$ cat config.mk
export PLATFORM = sky130hd
export DESIGN_NAME = triangle_setup
export DESIGN_NICKNAME = d
export VERILOG_FILES = /design/src/rtl/gpu_pkg.sv /design/src/rtl/tri_queue.sv /design/src/rtl/triangle_setup.sv
export SDC_FILE = /design/constraint.sdc
export NUM_CORES = 2
export LEC_CHECK = 0
export BUFFER_PORTS_ARGS = -buffer_cell sky130_fd_sc_hd__buf_2
export CORE_MARGIN = 8
export CORE_UTILIZATION = 60
export CTS_CLUSTER_DIAMETER = 40
export DETAILED_ROUTE_END_ITERATION = 10
export PLACE_DENSITY = 0.92
export SLEW_MARGIN = 20
export SYNTH_ARGS = -nofsm -noshare
export SYNTH_HDL_FRONTEND = slang
export SYNTH_SLANG_ARGS = --single-unit
$ cat constraint.sdc
create_clock -name clk -period 28.2 [get_ports clk]
set_clock_uncertainty 0.15 [all_clocks]
set_input_delay 1.41 -clock clk [delete_from_list [all_inputs] [get_ports clk]]
set_output_delay 1.41 -clock clk [all_outputs]
set_load 0.05 [all_outputs]
$ cat src/rtl/gpu_pkg.sv
// Types, widths and small helpers shared by the triangle setup stage.
// Vertex coordinates are 12.4 unsigned. Edge A/B are 12.4 signed and C is 24.8 signed.
package gpu_pkg;

    localparam int COORD_W    = 16;
    localparam int COORD_FRAC = 4;
    localparam int EDGE_AB_W  = 17;
    localparam int EDGE_C_W   = 33;
    localparam int PROD_W     = 32;
    localparam int Z_W        = 25;
    localparam int COLOR_W    = 32;
    localparam int INV_AREA_W = 16;
    localparam int PIX_W      = 10;
    localparam int BOX_W      = 17;

    typedef enum logic [2:0] {
        ST_IDLE,
        ST_BBOX,
        ST_E0,
        ST_E1,
        ST_E2,
        ST_EMIT
    } setup_state_e;

    typedef struct packed {
        logic [2:0][COORD_W-1:0]  x;
        logic [2:0][COORD_W-1:0]  y;
        logic [2:0][Z_W-1:0]      z;
        logic [2:0][COLOR_W-1:0]  color;
        logic [INV_AREA_W-1:0]    inv_area;
    } tri_entry_t;

    function automatic logic [COORD_W-1:0] min3(input logic [2:0][COORD_W-1:0] v);
        logic [COORD_W-1:0] m;
        m = (v[0] < v[1]) ? v[0] : v[1];
        return (v[2] < m) ? v[2] : m;
    endfunction

    function automatic logic [COORD_W-1:0] max3(input logic [2:0][COORD_W-1:0] v);
        logic [COORD_W-1:0] m;
        m = (v[0] > v[1]) ? v[0] : v[1];
        return (v[2] > m) ? v[2] : m;
    endfunction

endpackage

$ cat src/rtl/tri_queue.sv
// Circular FIFO of triangle entries. A push is dropped when full. A pop is ignored when empty.
module tri_queue
    import gpu_pkg::*;
#(
    parameter int DEPTH = 2
) (
    input  logic                         clk,
    input  logic                         rst_n,
    input  logic                         push_i,
    input  tri_entry_t                   din_i,
    input  logic                         pop_i,
    output tri_entry_t                   dout_o,
    output logic [$clog2(DEPTH+1)-1:0]   count_o,
    output logic                         full_o,
    output logic                         empty_o
);
    localparam int PW = $clog2(DEPTH);
    localparam int CW = $clog2(DEPTH + 1);

    tri_entry_t        mem_q [DEPTH];
    logic [PW-1:0]     wr_ptr_q, rd_ptr_q;
    logic [CW-1:0]     count_q;
    logic              push_ok, pop_ok;

    assign full_o  = (count_q == CW'(DEPTH));
    assign empty_o = (count_q == '0);
    assign push_ok = push_i && !full_o;
    assign pop_ok  = pop_i && !empty_o;
    assign count_o = count_q;
    assign dout_o  = mem_q[rd_ptr_q];

    // DEPTH is a power of two, so the pointers wrap naturally.
    always_ff @(posedge clk or negedge rst_n) begin
        if (!rst_n) begin
            wr_ptr_q <= '0;
            rd_ptr_q <= '0;
            count_q  <= '0;
        end else begin
            if (push_ok) wr_ptr_q <= wr_ptr_q + PW'(1);
            if (pop_ok)  rd_ptr_q <= rd_ptr_q + PW'(1);
            case ({push_ok, pop_ok})
                2'b10:   count_q <= count_q + CW'(1);
                2'b01:   count_q <= count_q - CW'(1);
                default: count_q <= count_q;
            endcase
        end
    end

    always_ff @(posedge clk) begin
        if (push_ok) mem_q[wr_ptr_q] <= din_i;
    end

endmodule

$ cat src/rtl/triangle_setup.sv
// Triangle setup: queues incoming triangles, clips a pixel bounding box, and computes
// three edge functions with one shared multiplier pair before handing off to the rasterizer.
module triangle_setup
    import gpu_pkg::*;
#(
    parameter int DEPTH    = 2,
    parameter int SCREEN_W = 640,
    parameter int SCREEN_H = 480
) (
    input  logic                           clk,
    input  logic                           rst_n,
    input  logic                           tri_valid,
    input  logic [2:0][COORD_W-1:0]        tri_x,
    input  logic [2:0][COORD_W-1:0]        tri_y,
    input  logic [2:0][Z_W-1:0]            tri_z,
    input  logic [2:0][COLOR_W-1:0]        tri_color,
    input  logic [INV_AREA_W-1:0]          tri_inv_area,
    output logic                           tri_stall,
    output logic                           overflow,
    output logic                           out_valid,
    input  logic                           out_ready,
    output logic [PIX_W-1:0]               bbox_min_x,
    output logic [PIX_W-1:0]               bbox_max_x,
    output logic [PIX_W-1:0]               bbox_min_y,
    output logic [PIX_W-1:0]               bbox_max_y,
    output logic [2:0][EDGE_AB_W-1:0]      edge_a,
    output logic [2:0][EDGE_AB_W-1:0]      edge_b,
    output logic [2:0][EDGE_C_W-1:0]       edge_c,
    output logic [2:0][Z_W-1:0]            out_z,
    output logic [2:0][COLOR_W-1:0]        out_color,
    output logic [INV_AREA_W-1:0]          out_inv_area,
    output logic [15:0]                    culled_count
);
    localparam int               CNT_W = $clog2(DEPTH + 1);
    localparam logic [BOX_W-1:0] MAX_X = BOX_W'(SCREEN_W - 1);
    localparam logic [BOX_W-1:0] MAX_Y = BOX_W'(SCREEN_H - 1);
    localparam logic [BOX_W-1:0] ROUND = BOX_W'((1 << COORD_FRAC) - 1);

    tri_entry_t        in_entry, head;
    logic [CNT_W-1:0]  q_count;
    logic              q_full, q_empty, pop;

    setup_state_e                 state_q;
    logic                         out_valid_q, overflow_q;
    logic [PIX_W-1:0]             min_x_q, max_x_q, min_y_q, max_y_q;
    logic [2:0][EDGE_AB_W-1:0]    edge_a_q, edge_b_q;
    logic [2:0][EDGE_C_W-1:0]     edge_c_q;
    logic [2:0][Z_W-1:0]          z_q;
    logic [2:0][COLOR_W-1:0]      color_q;
    logic [INV_AREA_W-1:0]        inv_area_q;
    logic [15:0]                  culled_q;

    assign in_entry = '{x: tri_x, y: tri_y, z: tri_z, color: tri_color, inv_area: tri_inv_area};

    tri_queue #(.DEPTH(DEPTH)) u_queue (
        .clk     (clk),
        .rst_n   (rst_n),
        .push_i  (tri_valid),
        .din_i   (in_entry),
        .pop_i   (pop),
        .dout_o  (head),
        .count_o (q_count),
        .full_o  (q_full),
        .empty_o (q_empty)
    );

    assign tri_stall = (q_count >= CNT_W'(DEPTH - 1));

    // Bounding box: floor of min, ceiling of max, with only the max clamped to the screen.
    logic [BOX_W-1:0] min_x_d, min_y_d, max_x_raw, max_y_raw, max_x_d, max_y_d;
    logic             cull;

    always_comb begin
        min_x_d   = BOX_W'(min3(head.x)) >> COORD_FRAC;
        min_y_d   = BOX_W'(min3(head.y)) >> COORD_FRAC;
        max_x_raw = (BOX_W'(max3(head.x)) + ROUND) >> COORD_FRAC;
        max_y_raw = (BOX_W'(max3(head.y)) + ROUND) >> COORD_FRAC;
        max_x_d   = (max_x_raw > MAX_X) ? MAX_X : max_x_raw;
        max_y_d   = (max_y_raw > MAX_Y) ? MAX_Y : max_y_raw;
        cull      = (min_x_d > max_x_d) || (min_y_d > max_y_d);
    end

    // Edge i pairs vertices (i+1)%3 and (i+2)%3. One edge is computed per cycle.
    logic [1:0]            eidx, vj, vk;
    logic [COORD_W-1:0]    xj, xk, yj, yk;
    logic [PROD_W-1:0]     prod_jk, prod_kj;
    logic [EDGE_AB_W-1:0]  a_d, b_d;
    logic [EDGE_C_W-1:0]   c_d;

    always_comb begin
        eidx = 2'd0;
        vj   = 2'd1;
        vk   = 2'd2;
        if (state_q == ST_E1) begin
            eidx = 2'd1;
            vj   = 2'd2;
            vk   = 2'd0;
        end else if (state_q == ST_E2) begin
            eidx = 2'd2;
            vj   = 2'd0;
            vk   = 2'd1;
        end
        xj      = head.x[vj];
        xk      = head.x[vk];
        yj      = head.y[vj];
        yk      = head.y[vk];
        prod_jk = PROD_W'(xj) * PROD_W'(yk);
        prod_kj = PROD_W'(xk) * PROD_W'(yj);
        a_d     = {1'b0, yj} - {1'b0, yk};
        b_d     = {1'b0, xk} - {1'b0, xj};
        c_d     = {1'b0, prod_jk} - {1'b0, prod_kj};
    end

    assign pop = ((state_q == ST_BBOX) && cull) || ((state_q == ST_EMIT) && out_ready);

    always_ff @(posedge clk or negedge rst_n) begin
        if (!rst_n) begin
            state_q     <= ST_IDLE;
            out_valid_q <= 1'b0;
            overflow_q  <= 1'b0;
            min_x_q     <= '0;
            max_x_q     <= '0;
            min_y_q     <= '0;
            max_y_q     <= '0;
            edge_a_q    <= '0;
            edge_b_q    <= '0;
            edge_c_q    <= '0;
            z_q         <= '0;
            color_q     <= '0;
            inv_area_q  <= '0;
            culled_q    <= '0;
        end else begin
            if (tri_valid && q_full) overflow_q <= 1'b1;
            case (state_q)
                ST_IDLE: if (!q_empty) state_q <= ST_BBOX;
                ST_BBOX: begin
                    if (cull) begin
                        culled_q <= culled_q + 16'd1;
                        state_q  <= ST_IDLE;
                    end else begin
                        min_x_q    <= PIX_W'(min_x_d);
                        max_x_q    <= PIX_W'(max_x_d);
                        min_y_q    <= PIX_W'(min_y_d);
                        max_y_q    <= PIX_W'(max_y_d);
                        z_q        <= head.z;
                        color_q    <= head.color;
                        inv_area_q <= head.inv_area;
                        state_q    <= ST_E0;
                    end
                end
                ST_E0, ST_E1, ST_E2: begin
                    edge_a_q[eidx] <= a_d;
                    edge_b_q[eidx] <= b_d;
                    edge_c_q[eidx] <= c_d;
                    if (state_q == ST_E0)      state_q <= ST_E1;
                    else if (state_q == ST_E1) state_q <= ST_E2;
                    else begin
                        state_q     <= ST_EMIT;
                        out_valid_q <= 1'b1;
                    end
                end
                ST_EMIT: begin
                    if (out_ready) begin
                        out_valid_q <= 1'b0;
                        state_q     <= ST_IDLE;
                    end
                end
                default: state_q <= ST_IDLE;
            endcase
        end
    end

    assign out_valid    = out_valid_q;
    assign overflow     = overflow_q;
    assign bbox_min_x   = min_x_q;
    assign bbox_max_x   = max_x_q;
    assign bbox_min_y   = min_y_q;
    assign bbox_max_y   = max_y_q;
    assign edge_a       = edge_a_q;
    assign edge_b       = edge_b_q;
    assign edge_c       = edge_c_q;
    assign out_z        = z_q;
    assign out_color    = color_q;
    assign out_inv_area = inv_area_q;
    assign culled_count = culled_q;

endmodule

# == Word level (Yosys, flattened, before mapping) ==
# Memory sizes are Yosys's and may differ from the RTL's.
# Index checks and enable logic that the tools add are counted.
# Widths: inputs -> output; s select.
# op_classes
n_mux,44
n_mul,2
n_bitwise,1
addsub,10
n_lt_le_gt_ge,17
n_reduce_logical,19
eq_ne,12
# op_table
cell,count
$mux 16,12
$bmux 16 s2,4
$bwmux 51,2
$bwmux 99,1
$demux 33 s2,1
$gt 16x16->1,4
$lt 16x16->1,4
$mul 16x16->32,2
$add 16x4->17 const B,2
$demux 17 s2,1
$sub 16x16->17,2
$mux 33,1
$sub 32x32->33,1
$gt 12x13->1,2
$mux 13,2
$mux 17,1
$add 16x1->16 const B,1
$gt 13x10->1 const B,1
$gt 13x9->1 const B,1
$mux 2,6
$pmux 3 s4,1
$lt 2x3->1 const B,3
$mux 3,3
$ne 2x2->1 const B,4
other kinds (22),43
# totals
ramBits,566
n_memories,1
word_cells,133
in_bits,287
reg_bits,453
out_inout_bits,447
# mem_list
name,depth,word_bits,read_ports,rd_clocked_by_memory_dff,wr,line,rtl
u_queue.mem_q,2,283,1,0,1,tri_queue.sv:20,tri_entry_t mem_q [DEPTH];

# == Depth between registers and ports, before layout ==
# An unclocked memory read counts as a cell.
# logic_depth
word_depth,15
ltp_mapped,42
depth_no_buf,32

# == Hierarchy ==
# Synthesis repeated with hierarchy kept, for this count alone.
# unflattened
cells_unflattened,5688
hier_area_um2,62678.9
# modules_own_cells
module,n_inst,area_each_um2,cells_per_inst,seq_area_each_um2
triangle_setup,1,40933.0,4789,11235.8
tri_queue,1,21745.9,899,17096.4

# == Least setup slack after synthesis ==
# Ideal clock, no wire load.
# synth_path
kind,input to register
start,input tri_valid
end,"memory u_queue.mem_q[0][0] (netlist bit), enable pin"
n_path_buf,0
t_required_ns,27.117
slack_ns,13.869
stages,2
arrival_ns,13.248
setup_ns,0.933
cell_sequence,nand2b_1 > nor2_1
# synth_between
elab_chain_cells,3
# synth_rtl
item,line,rtl
from (decl),triangle_setup.sv:12,"input logic tri_valid,"
$logic_and 1x1->1,tri_queue.sv:27,assign push_ok = push_i && !full_o;
$mux 1,tri_queue.sv:50,if (push_ok) mem_q[wr_ptr_q] <= din_i;
$mux 1 (implied by the code),tri_queue.sv:50,
to (decl),tri_queue.sv:20,
# Every way passes these cells.

# == Final worst setup path ==
# layout_path
start,register u_queue.rd_ptr_q
end,"register color_q, in the netlist out_color[26]"
# layout_between
elab_chain_cells,12
word_cells_on_any_way,28
cone_classes,add/sub (2); order compare (12); mux (10); bitwise (1); reduce/logical (2); memory (1)
# layout_rtl
item,line,rtl
from (decl),tri_queue.sv:21,"logic [PW-1:0] wr_ptr_q, rd_ptr_q;"
from (signal assigned),tri_queue.sv:40,if (pop_ok) rd_ptr_q <= rd_ptr_q + PW'(1);
$mem_v2 2x283 *,--,
$gt 16x16->1,gpu_pkg.sv:41,m = (v[0] > v[1]) ? v[0] : v[1];
$mux 16,gpu_pkg.sv:41,
$gt 16x16->1,gpu_pkg.sv:42,return (v[2] > m) ? v[2] : m;
$mux 16,gpu_pkg.sv:42,
"$add 16x4->17, on equally long branches","triangle_setup.sv:76, triangle_setup.sv:77",
$gt 13x10->1 or $gt 13x9->1 (tied branches),"triangle_setup.sv:78, triangle_setup.sv:79",
"$mux 13, on equally long branches","triangle_setup.sv:78, triangle_setup.sv:79",
$gt 12x13->1,triangle_setup.sv:80,cull = (min_x_d > max_x_d) || (min_y_d > max_y_d);
$logic_or 1x1->1,triangle_setup.sv:80,
$not 1->1 (no line),--,
$reduce_and 2->1 (no line),--,
to (signal assigned),triangle_setup.sv:146,color_q <= head.color;
to (decl),triangle_setup.sv:49,logic [2:0][COLOR_W-1:0] color_q;
# Mark *: on every way between the ends. The rest lies on a longest branch, timed or not.
# A chain may end at the register's enable or synchronous reset.

==> impl_metrics.json <==
{
  "place_area_mm2": 0.0658,
  "die_x_um": 334,
  "port_buffers": 733,
  "met2_usage": 0.555,
  "cp_max_fo": 121,
  "routed_wl_um": 205000,
  "syn-cell-area_mm2": 0.0607,
  "cts_resized": 0,
  "die_area_mm2": 0.112,
  "clkSlewWorstSetupHoldPaths_ns": 0.07,
  "area_growth_pct": 15.3,
  "cp.arrival_ns": 12.63,
  "crit_family": "compound AO/OA/AOI/OAI gates",
  "tightest_slew_ns": 1.26,
  "postLayoutCellArea_mm2": 0.0699,
  "grt_util_met1": 0.399,
  "final.setup.tns_ns": 0,
  "grt_max_degree": 187,
  "grt.overflow.total": 0,
  "holdPathStages": 1,
  "post-route-drc-count": 0,
  "drt_iter0_drc": 5630,
  "synth_cell_types": 80,
  "drt-vias-per-instance": 6.22,
  "root_buffer": "clkbuf_16",
  "drv_cap": 0,
  "netlist.area_leader.share": 0.280,
  "syn_avg_cell_area_um2": 11.1,
  "use_met3": 0.135,
  "hold_viol_final": 0,
  "layout_commonest_cell": "nand2_1",
  "num_vias": 47400,
  "slowest_delay_ns": 0.94,
  "path_depth": 28,
  "grt_pass1_wl_um": 298000,
  "r2r_cells": 28,
  "cts_hold_buf": 0,
  "num-nets-final": 7244,
  "dp_hpwl_um": 143000,
  "fmax_mhz": 81.3,
  "synthFlopType": "edfxtp_1",
  "mostFrequentLayoutCells": "837 x nand2_1, 732 x buf_2, 688 x inv_1",
  "synthCells": 5447,
  "row_count": 116,
  "core_mm2": 0.100,
  "critPathCaptureType": "flop",
  "die_h_um": 334,
  "cp_data_required_time_ns": 28.53,
  "synth_edf_count": 566,
  "synth.yosys.warnings": 0,
  "rsz0062_at_grt": "no",
  "gp_congestion": 0.997,
  "finalSetupViolCount": 0,
  "finalCritPeriodShare": 0.436,
  "grt_antenna_before_repair": 95,
  "start_util": 0.606,
  "cts_tree": "done",
  "period_minus_slack_ns": 12.30,
  "hold_class": "flop to flop",
  "antenna_left": 0,
  "status": "complete, no violations",
  "startpoint_type": "flop",
  "drive_above_1_share": 0.182,
  "post_cts_buffers": 0,
  "synth_top_cell_by_area": "edfxtp_1",
  "drt_pass1_iterations": 8,
  "synthTopCellsByArea": "edfxtp_1 28%, dfrtp_1 19%, fa_1 15%",
  "cts_num_sinks": 1019,
  "finalMaxSlewViolations": 0,
  "io_pins": 734,
  "grt_pass1_vias": 48800,
  "grt_usage": 0.353,
  "clock_path_buffers": 3,
  "numCtsBuffers": 110,
  "synth_seq_cells": 1019,
  "worstSetupPathType": "flop to flop",
  "maxSlewHeadroom": 0.161,
  "post_drt_wl_per_cell_um": 26.9,
  "n_fill_cell": 6527,
  "clkLatencyLatePin_ns": 0.74,
  "crit_buf_inv": 4,
  "cts_max_level": 3,
  "critPathSlowestCell": "buf_4",
  "synth_seq_area_share": 0.467,
  "async_flop_share": 0.445,
  "busiest_layer": "met2"
}
metal layers:
layer,part of all wire,vias to the layer above
met5,0.0013,-
met1,0.33,22900
met3,0.13,1006
met2,0.45,3707
met4,0.085,42
li1,-,19700
worst register-to-register path, delay by kind of cell, from the launching register on:
family	cells	cell delay (ns)
muxes	1	0.60
and+or+nand+nor	9	2.94
DFF	1	0.79
AOI/OAI and AO/OA	11	4.21
adders and majority gates	3	0.71
buffers and inverters	4	2.65
kinds of logic after synthesis:
kind of cell    Yosys count  share of synthesized area
xor+xnor                 92                     0.0133
flops                  1019                      0.467
compound gates          839                     0.0811
buf+inv                 928                     0.0592
other cells               1                  0.0000618
fa+ha+maj               809                      0.223
mux                     343                     0.0588
simple gates           1416                     0.0975
sequential cells by signal (all words and copies together) (netlist names):
signal / flops
u_queue.mem_q: 566
out_inv_area: 16
u_queue.wr_ptr_q: 1
bbox_max_x: 10
bbox_min_y: 10
out_valid: 1
state_q: 3
u_queue.count_o: 2
out_z: 75
culled_count: 16
out_color: 96
edge_c: 99
edge_b: 51
overflow: 1
bbox_min_x: 10
u_queue.rd_ptr_q: 1
bbox_max_y: 10
edge_a: 51
cell usage after synthesis, types with 6 or more instances:
cell type,count
nand2_1,837
inv_1,688
edfxtp_1,566
o21ai_0,471
fa_1,454
dfrtp_1,453
ha_1,355
nor2_1,325
mux2i_1,266
clkbuf_1,185
a21oi_1,112
mux2_2,70
xnor2_1,60
nand3_1,51
a21o_1,46
xor2_1,32
nor3_1,31
and2_1,29
nand4_1,29
o22ai_1,27
buf_2,21
or3_1,21
a31oi_1,20
and3_1,19
nand2b_1,17
nor2b_1,17
o211ai_1,15
o21a_1,14
a211oi_1,13
a221oi_1,13
buf_1,11
clkinv_1,11
o221ai_1,11
buf_6,10
o31ai_1,9
o41ai_1,9
a2111oi_0,7
and4_1,7
nor4_1,7
o21ai_1,7
o21bai_1,7
or2_2,7
a21boi_0,6
per-stage QoR:
step                std cells  hold slack (ns)  utilization  worst slack, ns
CTS                      7542            0.310        0.696            16.43
floorplan                5451            0.296            -            13.87
finish                   7625            0.306        0.698            15.90
detailed placement       7334            0.305        0.657            16.70
global route             7603            0.341        0.698            15.17
global placement         7334            0.287        0.657            17.00
worst paths after layout:
path	from	slack (ns)	to
setup / recovery	u_queue.rd_ptr_q	15.90	out_color[26]
hold / removal	overflow	0.31	overflow
setup reg to reg	u_queue.rd_ptr_q	15.90	out_color[26]
hold reg to reg	overflow	0.31	overflow
max in group asynchronous	rst_n	24.17	culled_count[1]
min in group asynchronous	rst_n	0.54	u_queue.wr_ptr_q
layout make-up:
cell class              count  area, um^2  share of cell area
repair buffers            814        4340              0.0620
flip-flops and latches   1019       28300               0.405
multi-input cells        3504       28900               0.413
clock inverters            62         850              0.0121
clock buffers             146        3070              0.0439
inverters                 699        2620              0.0375
diodes                     83         208             0.00297
well taps                1298        1620              0.0232
Power is not shown: default switching activity piles up to over one toggle a cycle in this logic, so the estimate is an artifact.
